## src/rtl/mole_scheduler.sv

```systemverilog
// mole_scheduler: whack-a-mole round controller.
// Requests a random hole from the LFSR block, rejects repeats/out-of-range
// values (with bounded retries and a timeout fallback), shows the mole,
// judges hit/miss from debounced button pulses, keeps saturating scores
// and inserts a gap between rounds.
// Ports:
//   clk, reset      : clock, synchronous active-high reset
//   run             : level, game running
//   tick            : one-cycle timebase pulse
//   hit_btn[9:0]    : one-cycle debounced button pulses, bit i = hole i
//   rand_num/valid  : number + one-cycle valid from random block
//   next            : request pulse to random block (high only in REQ)
//   max_num         : constant NUM_HOLES-1 for the random block
//   mole_mask       : one-hot active mole, 0 = none
//   mole_idx        : index of current/last mole
//   hit_pulse       : one cycle on correct hit
//   miss_pulse      : one cycle on timeout
//   hit_count       : saturating hit counter
//   miss_count      : saturating miss counter
//   busy            : high in any state except IDLE
module mole_scheduler #(
   parameter int unsigned NUM_HOLES    = 10,
   parameter int unsigned UP_TICKS     = 50,
   parameter int unsigned GAP_TICKS    = 10,
   parameter int unsigned MAX_RETRY    = 3,
   parameter int unsigned RAND_TIMEOUT = 8
) (
   input  logic       clk,
   input  logic       reset,
   input  logic       run,
   input  logic       tick,
   input  logic [9:0] hit_btn,
   input  logic [3:0] rand_num,
   input  logic       rand_valid,
   output logic       next,
   output logic [3:0] max_num,
   output logic [9:0] mole_mask,
   output logic [3:0] mole_idx,
   output logic       hit_pulse,
   output logic       miss_pulse,
   output logic [7:0] hit_count,
   output logic [7:0] miss_count,
   output logic       busy
);

   localparam int unsigned TW = 16;
   localparam logic [3:0]    HOLES4    = 4'(NUM_HOLES);
   localparam logic [3:0]    RETRY4    = 4'(MAX_RETRY);
   localparam logic [3:0]    NONE_IDX  = 4'hF;

   typedef enum logic [2:0] {IDLE, REQ, WAIT_RAND, UP, GAP} state_t;

   state_t        state, state_n;
   logic [3:0]    last_idx, last_n;
   logic [3:0]    retry, retry_n;
   logic [TW-1:0] tmo_cnt, tmo_n;
   logic [TW-1:0] up_cnt, up_n;
   logic [TW-1:0] gap_cnt, gap_n;
   logic          next_n, hit_n, miss_n, busy_n;
   logic [9:0]    mask_n;
   logic [3:0]    idx_n;
   logic [7:0]    hc_n, mc_n;

   logic          take;
   logic [3:0]    pick;
   logic [3:0]    fallback;
   logic          reject;

   assign max_num = 4'(NUM_HOLES - 1);

   // Next hole after the last one, wrapping; first round falls back to hole 0.
   always_comb begin
      fallback = 4'(last_idx + 4'd1);
      if (last_idx == NONE_IDX || fallback >= HOLES4)
         fallback = 4'd0;
   end

   assign reject = (rand_num >= HOLES4) || (rand_num == last_idx);

   // Next-state and registered-output logic.
   always_comb begin
      state_n = state;
      last_n  = last_idx;
      retry_n = retry;
      tmo_n   = tmo_cnt;
      up_n    = up_cnt;
      gap_n   = gap_cnt;
      mask_n  = mole_mask;
      idx_n   = mole_idx;
      hit_n   = 1'b0;
      miss_n  = 1'b0;
      hc_n    = hit_count;
      mc_n    = miss_count;
      take    = 1'b0;
      pick    = fallback;

      case (state)
         IDLE: begin
            if (run) begin
               state_n = REQ;
               hc_n    = 8'd0;
               mc_n    = 8'd0;
            end
         end
         REQ: begin
            tmo_n   = TW'(RAND_TIMEOUT);
            state_n = WAIT_RAND;
         end
         WAIT_RAND: begin
            if (rand_valid) begin
               if (!reject) begin
                  take = 1'b1;
                  pick = rand_num;
               end else if (retry < RETRY4) begin
                  retry_n = 4'(retry + 4'd1);
                  state_n = REQ;
               end else begin
                  take = 1'b1;
               end
            end else if (tmo_cnt <= TW'(1)) begin
               take = 1'b1;
            end else begin
               tmo_n = TW'(tmo_cnt - TW'(1));
            end
         end
         UP: begin
            // A hit beats an expiring tick in the same cycle.
            if (hit_btn[mole_idx]) begin
               hit_n   = 1'b1;
               if (hit_count != 8'hFF) hc_n = 8'(hit_count + 8'd1);
               mask_n  = 10'd0;
               gap_n   = TW'(GAP_TICKS);
               state_n = GAP;
            end else if (tick) begin
               if (up_cnt <= TW'(1)) begin
                  miss_n  = 1'b1;
                  if (miss_count != 8'hFF) mc_n = 8'(miss_count + 8'd1);
                  mask_n  = 10'd0;
                  gap_n   = TW'(GAP_TICKS);
                  state_n = GAP;
               end else begin
                  up_n = TW'(up_cnt - TW'(1));
               end
            end
         end
         GAP: begin
            if (tick) begin
               if (gap_cnt <= TW'(1)) state_n = REQ;
               else                   gap_n   = TW'(gap_cnt - TW'(1));
            end
         end
         default: state_n = IDLE;
      endcase

      if (take) begin
         idx_n   = pick;
         last_n  = pick;
         mask_n  = 10'(10'd1 << pick);
         up_n    = TW'(UP_TICKS);
         retry_n = 4'd0;
         state_n = UP;
      end

      // Dropping run aborts the round silently; scores and history hold.
      if (state != IDLE && !run) begin
         state_n = IDLE;
         mask_n  = 10'd0;
         idx_n   = mole_idx;
         last_n  = last_idx;
         hit_n   = 1'b0;
         miss_n  = 1'b0;
         hc_n    = hit_count;
         mc_n    = miss_count;
         retry_n = 4'd0;
      end

      next_n = (state_n == REQ);
      busy_n = (state_n != IDLE);
   end

   // State and output registers.
   always_ff @(posedge clk) begin
      if (reset) begin
         state      <= IDLE;
         last_idx   <= NONE_IDX;
         retry      <= 4'd0;
         tmo_cnt    <= '0;
         up_cnt     <= '0;
         gap_cnt    <= '0;
         next       <= 1'b0;
         mole_mask  <= 10'd0;
         mole_idx   <= 4'd0;
         hit_pulse  <= 1'b0;
         miss_pulse <= 1'b0;
         hit_count  <= 8'd0;
         miss_count <= 8'd0;
         busy       <= 1'b0;
      end else begin
         state      <= state_n;
         last_idx   <= last_n;
         retry      <= retry_n;
         tmo_cnt    <= tmo_n;
         up_cnt     <= up_n;
         gap_cnt    <= gap_n;
         next       <= next_n;
         mole_mask  <= mask_n;
         mole_idx   <= idx_n;
         hit_pulse  <= hit_n;
         miss_pulse <= miss_n;
         hit_count  <= hc_n;
         miss_count <= mc_n;
         busy       <= busy_n;
      end
   end

endmodule
```

## config.mk

```make
export PLATFORM = sky130hd
export DESIGN_NAME = mole_scheduler
export DESIGN_NICKNAME = d
export VERILOG_FILES = /design/src/rtl/mole_scheduler.sv
export SDC_FILE = /design/constraint.sdc
export NUM_CORES = 1
export LEC_CHECK = 0
export CAP_MARGIN = 20
export CORE_UTILIZATION = 36
export CTS_CLUSTER_DIAMETER = 150
export CTS_CLUSTER_SIZE = 8
export DETAILED_ROUTE_END_ITERATION = 8
export GPL_TIMING_DRIVEN = 1
export HOLD_SLACK_MARGIN = 0.08
export PLACE_DENSITY_LB_ADDON = 0.2
export SLEW_MARGIN = 20
export SYNTH_ARGS = -nofsm -noshare
export SYNTH_HDL_FRONTEND = slang
export SYNTH_SLANG_ARGS = --single-unit
```

## constraint.sdc

```tcl
create_clock -name clk -period 2.8 [get_ports clk]
set_clock_uncertainty 0.05 [all_clocks]
set_input_delay 0.84 -clock clk [delete_from_list [all_inputs] [get_ports clk]]
set_output_delay 0.84 -clock clk [all_outputs]
set_load 0.01 [all_outputs]
```

==> results of run 1 <==
path summary, 6_finish.rpt:
check / end / slack, ns / cells past startpoint
min: mole_mask[0] / 0.42 / 1
max reg2reg: last_idx[0] / 0.20 / 7
max: last_idx[1] / 0.12 / 8
min reg2reg: mole_mask[0] / 0.42 / 1
cell families after synthesis:
logic type      Yosys count  share of synthesized area [%]
mux                      12                           2.54
simple gates            276                           29.6
flops                    93                           37.5
xor+xnor                 45                           7.93
other cells               2                          0.151
fa+ha+maj                11                           2.77
buf+inv                  42                           3.75
compound gates          121                           15.8
per-stage QoR:
stage	instances	util (%)	setup WS, ns	TNS [ns]	area [um^2]
2_1_floorplan	604	-	0.136	0	4980
3_3_place_gp	862	45.4	-0.261	-7.86	6060
3_5_place_dp	862	45.4	-0.273	-9.98	6060
4_1_cts	877	47.9	0.0900	0	6390
5_1_grt	877	48.0	0.00331	0	6410
6_report	877	48.0	0.123	0	6410
synth_stat cells, types with 9 or more instances:
cell type and instances:
dfxtp_1 93, nor2_1 76, nand2_1 41, a21oi_1 37
xor2_1 33, o21ai_0 32, nand3_1 26, nor3_1 24
or3_1 24, clkbuf_1 18, inv_1 12, nand4_1 12
xnor2_1 12, ha_1 11, and3_1 9, nor4_1 9
or4_1 9
where the power goes:
part           leakage, nW  internal (W)  total, W  switching, W
Combinational         1.55      0.000795   0.00175      0.000957
Sequential           0.752       0.00148   0.00166      0.000177
Clock                0.156      0.000869   0.00138      0.000509
Total                 2.45       0.00315   0.00479       0.00164
final cells by class:
cell class	instances	area [um^2]
Tap cell	176	220
Clock inverter	4	97.6
Fill cell	1334	6940
Inverter	13	48.8
Timing Repair Buffer	111	1000
Clock buffer	11	233
Sequential cell	93	1860
Multi-Input combinational cell	469	2950
cells in the final DEF (no fill, tap or decap), types with 5 or more instances in the layout:
cell type,count
clkdlybuf4s50_1,52
nor2b_1,7
nand3_1,26
xor2_1,33
nor4_1,9
nor2_1,76
o21ai_0,32
nor3_1,24
and3_1,9
nand2_1,41
or3_1,24
clkbuf_16,9
ha_1,11
a211oi_1,6
a21oi_1,36
inv_1,12
mux2i_1,6
nand4_1,12
or4_1,9
dfxtp_1,93
buf_4,56
mux2_2,5
nand2b_1,5
xnor2_1,12
state kept, by name, summed over array words and instances, names as in the netlist, 8 cells and up:
name and flops:
gap_cnt 16, tmo_cnt 16, up_cnt 16, mole_mask 10
hit_count 8, miss_count 8
routing by layer:
layer / routed length [um] / vias to the layer above
met3: 484 / 6
met4: 123 / 0
met5: 0 / -
met1: 6160 / 2193
met2: 5780 / 80
li1: - / 2369
timing repair:
item | CTS | global route
resized for setup | 0 | 4
endpoints found under the hold margin | 0 | 0
endpoints found under the setup margin | 0 | 13
hold buffers | 0 | 0
==> flow_metrics.py, run 1 <==
metrics = {
    "outcome": {
        "status": "finished, final reports clean",
    },
    "setup_path": {
        "path_cells": "clkdlybuf4s50_1 -> xor2_1 -> o41ai_2 -> buf_4 -> or3_1 -> mux2_2 -> nor2_1 -> o21ai_0",
        "cpLargestDelayFamily": "buffers and inverters",
        "cp_slowest_cell": "clkdlybuf4s50_1",
        "reg2reg_from": "tmo_cnt[10]",
        "endpoint_kind": "register",
        "worstPathRequired_ns": 2.98,
        "max_stage_delay_ns": 0.45,
        "crit_fanout": 4,
        "crit_arrival_ns": 2.85,
        "crit_path_start": "rand_num[1]",
        "critical_path_class": "input pin to register",
        "cp-start-kind": "input pin",
        "cp.buffers_inverters": 2,
    },
    "sta": {
        "min_period_over_period_pct": 95.6,
        "setup_violations": 0,
        "worstMarginPinSlew_ns": 0.513,
        "fmax_ghz": 0.374,
        "slew-limit-headroom_pct": 65.7,
        "slew_viol_final": 0,
        "hold_viol": 0,
        "holdWs_ns": 0.417,
        "rsz0062_at_grt": "no",
        "fin_crit_ns": 2.68,
    },
    "layout": {
        "drive_above_1_share_pct": 14.0,
        "antenna_cells": 0,
        "area_delta_synth_final_pct": 29.0,
        "final_nets": 727,
    },
    "placement": {
        "port_buffers": 52,
        "gp_congestion": 0.823,
        "hpwl_um": 9400,
    },
    "global_route": {
        "grt_max_degree": 19,
        "grt_pass1_vias": 4358,
        "met1_usage_pct": 24.6,
        "antenna_found_initial": 0,
        "grt_util_all_layers_pct": 18.6,
        "grt_use_met2_pct": 29.7,
        "met3_usage_pct": 4.99,
        "top_usage_layer": "met2",
        "grt_overflow": 0,
        "grt_pass1_wl_um": 21200,
    },
    "synthesis": {
        "syn_inst": 602,
        "synthFlopType": "dfxtp_1",
        "yosysTopAreaCell": "dfxtp_1",
        "ys_types": 71,
        "synth_area_mm2": 0.00497,
        "synth_top_area_share_pct": 37.5,
        "ys_top_cells_by_area": "dfxtp_1 (37%), xor2_1 (5.8%), nor2_1 (5.7%)",
        "ys_warn_count": 0,
        "synth-seq-cells": 93,
        "yosysSeqAreaShare_pct": 37.5,
        "synth_edf_count": 0,
        "async_flop_share_pct": 0,
        "avgSynthCellArea_um2": 8.26,
    },
    "min_path": {
        "min_path_type": "register to register",
        "worstHoldStart": "mole_mask[0]",
    },
    "floorplan": {
        "ios": 57,
        "core-area_mm2": 0.0133,
        "row_count": 42,
        "die_height_um": 120,
        "initial_utilization_pct": 37.2,
        "dieArea_mm2": 0.0143,
        "die_w_um": 120,
    },
    "drt": {
        "drc": 0,
        "firstDrtPassIters": 4,
        "drt_iter0_drc": 333,
        "vias_per_cell": 5.30,
        "vias": 4648,
        "routed_wirelength_um": 12500,
        "ant_nets": 0,
        "detail_route.wl_per_cell_um": 14.3,
    },
    "power_and_ir_drop": {
        "cellPowerDensity_mw_per_mm2": 747,
        "finalPower_w": 0.00479,
        "peakVddDrop_v": 0.000542,
        "p_leak_nw": 2.45,
    },
    "clocking": {
        "clk_latency_ns": 0.35,
        "clkTransAtPathRegs_ns": 0.06,
        "ctsRootBufferMaster": "clkbuf_16",
        "cts_made_buffers": 9,
        "cts_buffer_depth": 2,
        "postCtsSetupBuffers": 0,
        "cts_tree": "yes",
        "h-tree-depth": 3,
        "clock_sinks": 93,
    },
    "job": {
        "cap_violations": 0,
    },
}
No activity file was read; power rests on OpenSTA's default activity.
==> run 2, diff against run 1 <==
- CORE_ASPECT_RATIO: default -> 0.9
==> run 2 against run 1 <==
  * Die area is essentially flat
  * Worst hold slack is essentially flat
  * Register-to-register slack improved by 0.08 ns
  * Largest cell class unchanged
  * Design area down 1.2%
  * Fmax down 0.13%
  * Critical path depth decreased by 1
  * Combinational power barely moved
  * Clock power down 20%
  * Sequential share of layout area is 0.35 points higher
  * Highest routed layer unchanged
==> flow_metrics.py, run 2 (synthesis results as in run 1) <==
metrics = {
    "global_route": {
        "grt_pass1_wl_um": 21500,
        "grt_overflow": 0,
        "grt_max_degree": 19,
        "grt_pass1_vias": 4375,
        "grt_util_all_layers_pct": 18.7,
        "antenna_found_initial": 0,
    },
    "power_and_ir_drop": {
        "switching_share_pct": 36.3,
        "clkPwrFrac_pct": 24.4,
        "p_leak_nw": 2.42,
        "finalPower_w": 0.00451,
        "peakVddDrop_v": 0.000313,
        "p_switching_w": 0.00164,
        "seqPwrFrac_pct": 37.0,
        "power_frac_comb_pct": 38.7,
        "cellPowerDensity_mw_per_mm2": 712,
        "power.internal_w": 0.00287,
    },
    "sta": {
        "fin_crit_ns": 2.68,
        "fmax_ghz": 0.373,
        "fin_ws_ns": 0.120,
        "slew_viol_final": 0,
        "rsz0062_at_grt": "no",
        "slew-limit-headroom_pct": 63.4,
        "hold_viol": 0,
        "min_period_over_period_pct": 95.7,
        "setup_violations": 0,
        "worstMarginPinSlew_ns": 0.547,
    },
    "layout": {
        "drive_above_1_share_pct": 14.0,
        "reg.largest.list": "gap_cnt (16), tmo_cnt (16), up_cnt (16)",
        "antenna_cells": 0,
        "mostFrequentLayoutCells": "dfxtp_1 (93), nor2_1 (76), buf_4 (56), clkdlybuf4s50_1 (52), nand2_1 (41)",
        "area_delta_synth_final_pct": 27.5,
        "instances_no_fill": 869,
        "fillers": 1339,
        "final_nets": 726,
        "layout_commonest_cell": "dfxtp_1",
        "postLayoutCoreUtil_pct": 47.2,
    },
    "placement": {
        "hpwl_um": 9540,
        "port_buffers": 52,
        "place_ws_ns": -0.327,
        "place_inst": 853,
        "gp_congestion": 0.867,
    },
    "clocking": {
        "clkTransAtPathRegs_ns": 0.06,
        "ctsRootBufferMaster": "clkbuf_16",
        "clk_latency_ns": 0.35,
        "postCtsSetupBuffers": 0,
        "cts_tree": "yes",
        "h-tree-depth": 3,
        "cts_buffer_depth": 2,
        "cts_made_buffers": 9,
        "clock_sinks": 93,
    },
    "setup_path": {
        "critical_path_class": "input pin to register",
        "path_cells": "clkdlybuf4s50_1 -> or4b_2 -> nand3_1 -> o21ai_1 -> nor4_1 -> xnor2_1 -> nor2_1",
        "cp-start-kind": "input pin",
        "crit_arrival_ns": 2.87,
        "max_stage_delay_ns": 0.65,
        "crit_fanout": 7,
        "worstPathRequired_ns": 2.99,
        "endpoint_kind": "register",
        "cp_slowest_cell": "or4b_2",
    },
    "floorplan": {
        "core-area_mm2": 0.0134,
        "ios": 57,
        "initial_utilization_pct": 37.1,
        "dieArea_mm2": 0.0143,
        "row_count": 40,
        "die_w_um": 126,
        "die_height_um": 113,
    },
    "outcome": {
        "status": "finished, final reports clean",
    },
    "job": {
        "cap_violations": 0,
    },
    "drt": {
        "detail_route.wl_per_cell_um": 14.4,
        "drc": 0,
        "drt_iter0_drc": 272,
        "routed_wirelength_um": 12600,
        "vias_per_cell": 5.31,
        "ant_nets": 0,
        "vias": 4617,
        "firstDrtPassIters": 5,
    },
    "min_path": {
        "min_path_type": "register to register",
    },
}
## run 2: worst max-delay path: cells and delay by family
kind | cells | cell delay (ns)
compound gates | 1 | 0.17
simple gates | 4 | 1.18
buf+inv | 1 | 0.51
xor+xnor | 1 | 0.16
## run 2: timing repair
| action | CTS | global route |
|---|---|---|
| hold buffers | 0 | 0 |
| resized for setup | 0 | 8 |
| setup endpoints to repair | 0 | 38 |
## run 2: final cells by class
type	count	area, um^2	area share [%]
Multi-Input combinational cell	469	2980	47.0
Sequential cell	93	1860	29.4
Timing Repair Buffer	110	981	15.5
Clock buffer	14	244	3.85
Tap cell	168	210	3.32
Inverter	13	48.8	0.770
Clock inverter	2	10.0	0.158
## run 2: power groups by stage
stage          Combinational [W]  Sequential (W)  Clock [W]
3_3_place_gp             0.00169         0.00169          0
5_1_grt                  0.00194         0.00170    0.00119
3_5_place_dp             0.00171         0.00169          0
6_report                 0.00174         0.00167    0.00110
4_1_cts                  0.00172         0.00167    0.00114
2_1_floorplan            0.00119         0.00164          0
## run 2: worst paths after layout
kind	startpoint	to	slack [ns]	cells past startpoint
worst max register to register	tmo_cnt[10]	mole_mask[6]	0.28	7
worst max-delay path	run	hit_count[5]	0.12	7
worst min register to register	mole_mask[5]	mole_mask[5]	0.42	1
worst min-delay path	mole_mask[5]	mole_mask[5]	0.42	1
## run 2: per-layer routing
layer	GRT usage (%)	part of all wire (%)	wire length (um)	vias to the layer above
li1	-	-	-	2361
met1	25.1	51	6390	2168
met2	29.7	44	5560	74
met3	3.80	3.2	407	14
met4	7.07	1.5	186	0
met5	0	0	0	-
## run 2: through the flow
stage	hold slack [ns]	area [um^2]	setup TNS, ns
floorplan	0.403	4980	0
global placement	0.404	6030	-8.48
detailed placement	0.397	6030	-11.66
CTS	0.422	6290	0
global route	0.435	6340	0
finish	0.417	6340	0
